$ cat src/rtl/apb_uart_tx.sv
// apb_uart_tx: APB4 slave with a TX byte FIFO feeding an 8N1 UART serializer.
// Optional build macro UART_TX_PARITY_EN adds an even parity bit (8E1 frame).
//
// state  | meaning
// IDLE   | line high, waiting for enable and a queued byte
// START  | start bit (0) for one bit period
// DATA   | 8 data bits, LSB first, one bit period each
// PARITY | even parity bit (only with UART_TX_PARITY_EN)
// STOP   | stop bit (1), then next frame back-to-back or IDLE
module apb_uart_tx #(
    parameter int APB_ADDR_WIDTH = 12,
    parameter int FIFO_DEPTH     = 8
) (
    input  logic                      clk,
    input  logic                      reset,
    input  logic                      PSEL,
    input  logic                      PENABLE,
    input  logic                      PWRITE,
    input  logic [APB_ADDR_WIDTH-1:0] PADDR,
    input  logic [31:0]               PWDATA,
    output logic [31:0]               PRDATA,
    output logic                      PREADY,
    output logic                      PSLVERR,
    output logic                      uart_tx,
    output logic                      tx_empty_irq
);
    localparam int AW = $clog2(FIFO_DEPTH);

    typedef enum logic [2:0] {
        S_IDLE   = 3'd0,
        S_START  = 3'd1,
        S_DATA   = 3'd2,
        S_STOP   = 3'd3
`ifdef UART_TX_PARITY_EN
        ,S_PARITY = 3'd4
`endif
    } state_t;

    logic [7:0]  r_mem [FIFO_DEPTH];
    logic [AW:0] r_wptr, r_rptr;
    logic [15:0] r_div;
    logic        r_enable;

    state_t      r_state, w_state_nxt;
    logic        r_tx, w_tx_nxt;
    logic [15:0] r_baud_cnt, w_baud_nxt;
    logic [15:0] r_div_lat, w_div_lat_nxt;
    logic [2:0]  r_bit_cnt, w_bit_cnt_nxt;
    logic [7:0]  r_shift, w_shift_nxt;
    logic        r_parity, w_parity_nxt;
    logic        w_start, w_pop;

    logic        w_access, w_data_wr, w_div_wr, w_ctrl_wr, w_clear, w_push;
    logic [1:0]  w_addr;
    logic        w_empty, w_full, w_busy, w_baud_tc;
    logic [AW:0] w_level;
    logic [3:0]  w_level_rpt;
    logic [7:0]  w_fifo_rd;
    logic        w_unused;

    assign w_access    = PSEL & PENABLE;
    assign w_addr      = PADDR[3:2];
    assign w_data_wr   = w_access & PWRITE & (w_addr == 2'd0);
    assign w_div_wr    = w_access & PWRITE & (w_addr == 2'd2);
    assign w_ctrl_wr   = w_access & PWRITE & (w_addr == 2'd3);
    assign w_clear     = w_ctrl_wr & PWDATA[1];
    assign w_empty     = (r_wptr == r_rptr);
    assign w_full      = (r_wptr[AW] != r_rptr[AW]) && (r_wptr[AW-1:0] == r_rptr[AW-1:0]);
    assign w_level     = r_wptr - r_rptr;
    assign w_level_rpt = 4'(w_level);
    assign w_push      = w_data_wr & ~w_full;
    assign w_fifo_rd   = r_mem[r_rptr[AW-1:0]];
    assign w_busy      = (r_state != S_IDLE);
    assign w_baud_tc   = (r_baud_cnt == 16'd0);
    // Only PADDR[3:2] and the low half of PWDATA carry meaning.
    assign w_unused    = ^{PADDR[APB_ADDR_WIDTH-1:4], PADDR[1:0], PWDATA[31:16]};

    // A DATA write into a full FIFO stalls until the serializer frees a slot.
    assign PREADY       = ~(w_data_wr & w_full);
    assign PSLVERR      = w_access & PWRITE & (w_addr == 2'd1);
    assign uart_tx      = r_tx;
    assign tx_empty_irq = w_empty & ~w_busy;

    // Read mux straight from register state.
    always_comb begin
        PRDATA = '0;
        case (w_addr)
            2'd1:    PRDATA[7:0]  = {w_level_rpt, 1'b0, w_busy, w_empty, w_full};
            2'd2:    PRDATA[15:0] = r_div;
            2'd3:    PRDATA[0]    = r_enable;
            default: PRDATA       = '0;
        endcase
    end

    // FIFO storage; contents need no reset since the pointers define validity.
    always_ff @(posedge clk) begin
        if (w_push) r_mem[r_wptr[AW-1:0]] <= PWDATA[7:0];
    end

    // FIFO pointers; clear and reset flush the queue.
    always_ff @(posedge clk) begin
        if (reset || w_clear) begin
            r_wptr <= '0;
            r_rptr <= '0;
        end else begin
            if (w_push) r_wptr <= r_wptr + 1'b1;
            if (w_pop)  r_rptr <= r_rptr + 1'b1;
        end
    end

    // Configuration registers.
    always_ff @(posedge clk) begin
        if (reset) begin
            r_div    <= 16'd0;
            r_enable <= 1'b0;
        end else begin
            if (w_div_wr)  r_div    <= PWDATA[15:0];
            if (w_ctrl_wr) r_enable <= PWDATA[0];
        end
    end

    // Serializer next-state, line value and counter updates.
    always_comb begin
        w_state_nxt   = r_state;
        w_tx_nxt      = r_tx;
        w_baud_nxt    = r_baud_cnt;
        w_div_lat_nxt = r_div_lat;
        w_bit_cnt_nxt = r_bit_cnt;
        w_shift_nxt   = r_shift;
        w_parity_nxt  = r_parity;
        w_start       = 1'b0;
        w_pop         = 1'b0;

        if (r_state != S_IDLE)
            w_baud_nxt = w_baud_tc ? r_div_lat : r_baud_cnt - 16'd1;

        case (r_state)
            S_IDLE: begin
                w_tx_nxt = 1'b1;
                if (r_enable && !w_empty) w_start = 1'b1;
            end
            S_START: begin
                if (w_baud_tc) begin
                    w_state_nxt   = S_DATA;
                    w_tx_nxt      = r_shift[0];
                    w_shift_nxt   = r_shift >> 1;
                    w_bit_cnt_nxt = 3'd0;
                end
            end
            S_DATA: begin
                if (w_baud_tc) begin
                    if (r_bit_cnt == 3'd7) begin
`ifdef UART_TX_PARITY_EN
                        w_state_nxt = S_PARITY;
                        w_tx_nxt    = r_parity;
`else
                        w_state_nxt = S_STOP;
                        w_tx_nxt    = 1'b1;
`endif
                    end else begin
                        w_tx_nxt      = r_shift[0];
                        w_shift_nxt   = r_shift >> 1;
                        w_bit_cnt_nxt = r_bit_cnt + 3'd1;
                    end
                end
            end
`ifdef UART_TX_PARITY_EN
            S_PARITY: begin
                if (w_baud_tc) begin
                    w_state_nxt = S_STOP;
                    w_tx_nxt    = 1'b1;
                end
            end
`endif
            S_STOP: begin
                if (w_baud_tc) begin
                    if (r_enable && !w_empty) begin
                        w_start = 1'b1;
                    end else begin
                        w_state_nxt = S_IDLE;
                        w_tx_nxt    = 1'b1;
                        w_baud_nxt  = 16'd0;
                    end
                end
            end
            default: begin
                w_state_nxt = S_IDLE;
                w_tx_nxt    = 1'b1;
                w_baud_nxt  = 16'd0;
            end
        endcase

        // Frame start: pop the byte and latch the divisor for the whole frame.
        if (w_start) begin
            w_pop         = 1'b1;
            w_state_nxt   = S_START;
            w_tx_nxt      = 1'b0;
            w_shift_nxt   = w_fifo_rd;
            w_parity_nxt  = ^w_fifo_rd;
            w_baud_nxt    = r_div;
            w_div_lat_nxt = r_div;
            w_bit_cnt_nxt = 3'd0;
        end

        if (w_clear) begin
            w_pop         = 1'b0;
            w_state_nxt   = S_IDLE;
            w_tx_nxt      = 1'b1;
            w_baud_nxt    = 16'd0;
            w_bit_cnt_nxt = 3'd0;
        end
    end

    // Serializer state register.
    always_ff @(posedge clk) begin
        if (reset) begin
            r_state    <= S_IDLE;
            r_tx       <= 1'b1;
            r_baud_cnt <= 16'd0;
            r_div_lat  <= 16'd0;
            r_bit_cnt  <= 3'd0;
            r_shift    <= 8'd0;
            r_parity   <= 1'b0;
        end else begin
            r_state    <= w_state_nxt;
            r_tx       <= w_tx_nxt;
            r_baud_cnt <= w_baud_nxt;
            r_div_lat  <= w_div_lat_nxt;
            r_bit_cnt  <= w_bit_cnt_nxt;
            r_shift    <= w_shift_nxt;
            r_parity   <= w_parity_nxt;
        end
    end
endmodule
$ cat config.mk
export PLATFORM = sky130hd
export DESIGN_NAME = apb_uart_tx
export DESIGN_NICKNAME = d
export VERILOG_FILES = /design/src/rtl/apb_uart_tx.sv
export SDC_FILE = /design/constraint.sdc
export NUM_CORES = 1
export LEC_CHECK = 0
export ABC_AREA = 1
export CAP_MARGIN = 20
export CORE_MARGIN = 1
export CORE_UTILIZATION = 30
export CTS_CLUSTER_DIAMETER = 200
export DETAILED_ROUTE_END_ITERATION = 7
export GPL_TIMING_DRIVEN = 0
export PLACE_DENSITY_LB_ADDON = 0.2
export SYNTH_ARGS = -nofsm -noshare
export SYNTH_HDL_FRONTEND = slang
export SYNTH_SLANG_ARGS = --single-unit
$ cat constraint.sdc
create_clock -name clk -period 2.5 [get_ports clk]
set_input_delay 0.5 -clock clk [delete_from_list [all_inputs] [get_ports clk]]
set_output_delay 0.5 -clock clk [all_outputs]
set_load 0.005 [all_outputs]
---- After elaboration in Yosys (flattened, before gate mapping) ----
Memories as Yosys holds them, arrays and structs flattened. A register that Yosys moved wholly into a read port is not among the register bits.
Index checks and enable logic that the tools add are counted.
word-level totals
  word-level logic and storage cells ...... 113
  bits of input ports ..................... 49
  bits in read-only memories .............. 0
  output and inout port bits .............. 36
  memories ................................ 1
  flip-flop bits (word level) ............. 72
  RAM bits ................................ 64
  latch bits .............................. 0
memories
  name   depth  width  rd ports  clocked after memory_dff  wr ports  line  text
  r_mem  8      8      1         1                         1         39    logic [7:0] r_mem [FIFO_DEPTH];
operators by class
  eq/ne operators ......................... 23
  bitwise gates (word level) .............. 14
  reduce and logical (&&, ||, !) cells .... 18
  $lt $le $gt $ge ......................... 0
  add/sub/neg operators ................... 5
  multiplexer cells ....................... 41
  divide/modulo/power cells ............... 0
  shifts and indexed selects .............. 0
  multiply operators ...................... 0
operator list
  kind                                                number
  2-to-1 mux 16 bit                                   5
  2-to-1 mux 8 bit                                    5
  one-hot mux 16 bit (2 select lines)                 1
  2-to-1 mux 3 bit                                    10
  inequality test 3 bit, second input constant        6
  zero test 16 bit                                    1
  one-hot mux 8 bit (2 select lines)                  1
  subtractor 16 x 1 -> 16 bit, second input constant  1
  inequality test 2 bit, second input constant        7
  one-hot mux 7 bit (2 select lines)                  1
  2-to-1 mux 1 bit                                    13
  one-hot mux 3 bit (4 select lines)                  1
  AND reduction 4 bit                                 3
  AND reduction 6 bit                                 2
  AND 1 bit                                           10
  adder 4 x 1 -> 4 bit, second input constant         2
  == test 3 x 2 -> 1 bit, second input constant       2
  one-hot mux 1 bit (3 select lines)                  2
  one-hot mux 3 bit (2 select lines)                  1
  nonzero test 3 bit                                  2
  OR reduction 3 bit                                  2
  == test 2 bit, second input constant                2
  == test 4 bit                                       1
  inverter 1 bit                                      4
  15 further kinds                                    16

---- Depth between registers and ports, before layout ----
  word-level depth ........................ 10
  depth in mapped cells ................... 13
  depth with buffers taken out ............ 13

---- Worst setup path after synthesis ----
Ideal clock, no wire load.
  kind .................................... reg2reg
  start point ............................. register r_rptr[2]
  end point ............................... register r_shift[1]
  path buffers ............................ 0
  path slack .............................. 483 ps
  arrival time ............................ 1903 ps
  stages on the path, launching flop included .. 13
  cell sequence ........................... dfxtp_1 inv_1 ha_1 inv_1 nor2_1 nand2_1 nand3_1 o21ai_4 nand3_1 nand2_2 inv_1 nor2_1 nor2_1
between the ends
  word-level cells in the longest chain between the ends .. 8
  elaborated cells between the ends (all ways) .. 12
  those cells by class .................... eq/ne (4); mux (4); reduce/logical (4)
RTL lines
  what                                                                   line      text
  from (decl)                                                            40        logic [AW:0] r_wptr, r_rptr;
  from (signal assigned)                                                 107       if (w_pop) r_rptr <= r_rptr + 1'b1;
  == test 4 bit *                                                        67        assign w_empty = (r_wptr == r_rptr);
  zero test 1 bit *                                                      140, 177
  logical AND 1 bit *                                                    140, 177
  2-to-1 mux 1 bit *                                                     140, 177
  2-to-1 mux 1 bit                                                       176       if (w_baud_tc) begin
  one-hot mux 1 bit (2 select lines) *                                   137       case (r_state)
  inequality test 3 bit (no line) or nonzero test 3 bit (tied branches)  n/a
  AND reduction 4 bit (no line)                                          n/a
  to (signal assigned)                                                   230       r_shift <= w_shift_nxt;
  to (decl)                                                              49        logic [7:0] r_shift, w_shift_nxt;
Mark *: on every way between the ends. The rest lies on a longest branch, timed or not.
A chain may end at the register's enable or synchronous reset.

---- Final worst setup path ----
  start point ............................. input PADDR[2]
  end point ............................... output PRDATA[3]
between the ends
  word-level cells in the longest chain between the ends .. 2
  elaborated cells between the ends (all ways) .. 3
  those cells by class .................... eq/ne (2); mux (1)
RTL lines
  what                                                     line  text
  from (decl)                                              19    input logic [APB_ADDR_WIDTH-1:0] PADDR,
  == test 2 bit or == test 2 x 1 -> 1 bit (tied branches)  87    case (w_addr)
  one-hot mux 7 bit (2 select lines) *                     87
  to (decl)                                                21    output logic [31:0] PRDATA,
Marks and branches as above.

==> flow_summary.toml <==
[run_status]
status = "finished, violations left"
failed_checks = "DRC"

[setup_path]
cp_num_buf_inv = 5
worstSetupEndpointType = "output pin"
cpPeakStageDelay_ns = 0.54
r2r_slack_ns = 0.20
worstPathArrival_ns = 1.92
crit_type = "input pin to output pin"
timing.rr.start = "r_rptr[2]$_SDFFE_PP0P_"
crit_slowest_cell = "clkdlybuf4s50_1"
rr_endpoint = "r_mem[6][6]$_DFFE_PP_"
cp_cell_sequence = "clkdlybuf4s15_1 -> inv_2 -> ha_4 -> buf_8 -> nand2_1 -> inv_1 -> clkdlybuf4s50_1"
startpoint_type = "input pin"
path_max_fanout = 10
cp.required_ns = 2.00
critical-path-top-delay-family = "buffers and inverters"
reg2regPathDepth = 9

[sta]
drv_slew = 0
clock.fmax_mhz = 414
fin_crit_ns = 2.42
skew_ns = 0.00914
finalHoldViolations = 0
rsz0062_at_grt = "false"
setup_slack_ns = 0.0850
max_slew_margin = 0.502
setup_viol_count_final = 0
worstMarginPinSlew_ns = 0.747
fin_crit_sh = 0.966

[floorplanning]
io_pins = 85
initial_core_util = 0.309
rows = 54
die_h_um = 152
die_area_um2 = 23200
die_width_um = 152
coreArea_um2 = 22000

[clocking]
numCtsBuffers = 17
ctsLongestPathBuffers = 2
cts_tree = "yes"
htreeDepth = 4
holdBufCountCts = 0
cts_root_buffer = "clkbuf_16"
clk_pin_slew_worst_paths_ns = 0.06
clock_latency_ns = 0.42
cts_num_sinks = 138

[global_routing]
antenna_found_initial = 0
grt_pass1_wl_um = 29600
first_global_vias = 5409
grt-ovfl-total = 0
grt_max_degree = 19
grt_usage = 0.167

[finish]
num-nets-final = 989
final_cell_mix = "199 x nand2_1, 126 x nor2_1, 67 x o21ai_0"
final_common_cell = "nand2_1"
final_core_util = 0.380
antennaDiodeCount = 0
layout-drive-gt1-share = 0.127
area_growth_syn_to_layout_pct = 23.2

[yosys]
ys_warn_count = 0
syn_area_um2 = 6780
synth-edff-count = 64
synth_seq_cells = 138
synth.distinct_cells = 45
syn_inst = 842
syn_area_per_cell_um2 = 8.05
yosys_most_used_dff = "dfxtp_1"
ys_async_sr_fraction = 0
yosysSeqAreaShare = 0.502

[detailed_routing]
antenna_left = 0
vias = 5717
viasPerCell = 4.71
drc = 6
routedWlPerCell_um = 15.2
drtIter0Drc = 352
wirelength_um = 18400
dr.pass1.iters = 7

[place]
hpwl_um = 13200
globalplace.congestion = 0.834
io_buffers = 42
dp_worst_setup_slack_ns = -0.908

[worst_hold_path]
hold_path_class = "register to register"
whs_endpoint = "r_div_lat[3]$_SDFFE_PP0P_"
min-delay-start = "r_div_lat[3]$_SDFFE_PP0P_"
whs_path_depth = 2

[flow_run]
drv_cap = 0

[power_and_ir_drop]
ir_drop_mv = 0.455
power_density_nw_per_um2 = 596
p_leak_nw = 3.44
layer usage:
layer  vias up  wire (um)  track usage
met5         -          0            0
met4         0        267       0.0539
met3        16       1060       0.0358
met2       140       8000        0.256
met1      2656       9080        0.232
li1       2905          -            -
state kept, by name (all words and copies together) (netlist names), 2 cells and up, named ones only:
| name | flops |
|---|---|
| r_baud_cnt | 16 |
| r_state | 2 |
| r_rptr | 4 |
| r_bit_cnt | 3 |
| r_wptr | 4 |
| r_div | 16 |
| r_shift | 8 |
| r_mem | 64 |
| r_div_lat | 16 |
Yosys cell counts (2+ instances only):
master     instances  share of area
a21oi_1           45          0.033
a22oi_1            2         0.0022
a2bb2oi_1          2         0.0026
a31oi_1            4         0.0037
buf_1              2         0.0011
buf_2              2         0.0015
buf_4             18          0.020
clkbuf_1          22          0.012
clkinv_1           2         0.0011
dfxtp_1           74           0.22
edfxtp_1          64           0.28
ha_1              18          0.033
inv_1             70          0.039
inv_2              3         0.0017
nand2_1          201           0.11
nand2_2            2         0.0018
nand2_4            2         0.0033
nand3_1           41          0.030
nand3b_1           2         0.0022
nand4_1            7         0.0065
nor2_1           135          0.075
nor2_2             4         0.0037
nor2_4             2         0.0033
nor3_1             3         0.0022
o21ai_0           68          0.050
o21ai_1            2         0.0015
o21bai_1           8         0.0089
o22ai_1           14          0.013
or2_2              2         0.0018
xor2_1             6         0.0078
cell families after synthesis:
| group | after synthesis | synth area share |
|---|---|---|
| simple gates | 405 | 0.249 |
| compound gates | 152 | 0.125 |
| flops | 138 | 0.502 |
| buf+inv | 120 | 0.0779 |
| fa+ha+maj | 19 | 0.0362 |
| xor+xnor | 7 | 0.00905 |
| other cells | 1 | 0.000553 |
worst min-delay path, delay by kind of cell, from the launching register on:
kind	cells	cell delay (ns)
simple gates	1	0.06
compound gates	1	0.05
flops	1	0.31
final cells by class:
| type | count | area [um^2] |
|---|---|---|
| timing repair buffer | 48 | 444 |
| clock buffer | 19 | 433 |
| sequential | 138 | 3420 |
| multi-input combinational | 599 | 3040 |
| fill | 2272 | 13600 |
| buffer | 42 | 251 |
| tap | 280 | 350 |
| inverter | 75 | 294 |
| clock inverter | 13 | 121 |
power breakdown:
group	internal (mW)	switching [mW]	leakage, nW
sequential	2.37	0.00942	1.18
combinational	0.0937	0.137	2.01
clock	1.38	0.994	0.257
total	3.84	1.14	3.44
per-stage QoR:
stage                     hold WS [ns]  cells  area [um^2]  TNS (ns)  power [mW]
after global routing             0.483   1214         8350         0        5.14
after floorplan                  0.440    857         6830         0        2.54
after global placement           0.453   1179         7600    -43.23        2.65
after CTS                        0.462   1208         8240   -0.0879        5.02
final                            0.467   1214         8350         0        4.98
after detailed placement         0.454   1179         7600    -44.30        2.65
how the worst max path moves through the flow:
stage                                start                       to  depth (start not counted)
floorplan           r_rptr[2]$_SDFFE_PP0P_  r_shift[1]$_SDFFE_PP0P_                         12
global route                      PADDR[2]                PRDATA[4]                          6
finish                            PADDR[2]                PRDATA[3]                          7
CTS                 r_wptr[0]$_SDFFE_PP0P_             tx_empty_irq                          7
global placement                  PADDR[2]                PRDATA[5]                          8
detailed placement                PADDR[2]                PRDATA[9]                          8
repair_timing:
item,CTS,global route
gates resized for setup,39,35
pin swaps,0,7
hold endpoints to repair,0,0
buffers inserted,0,6
endpoints found under the setup margin,47,78
cloned,0,0
(Power assumes the default switching activity.)
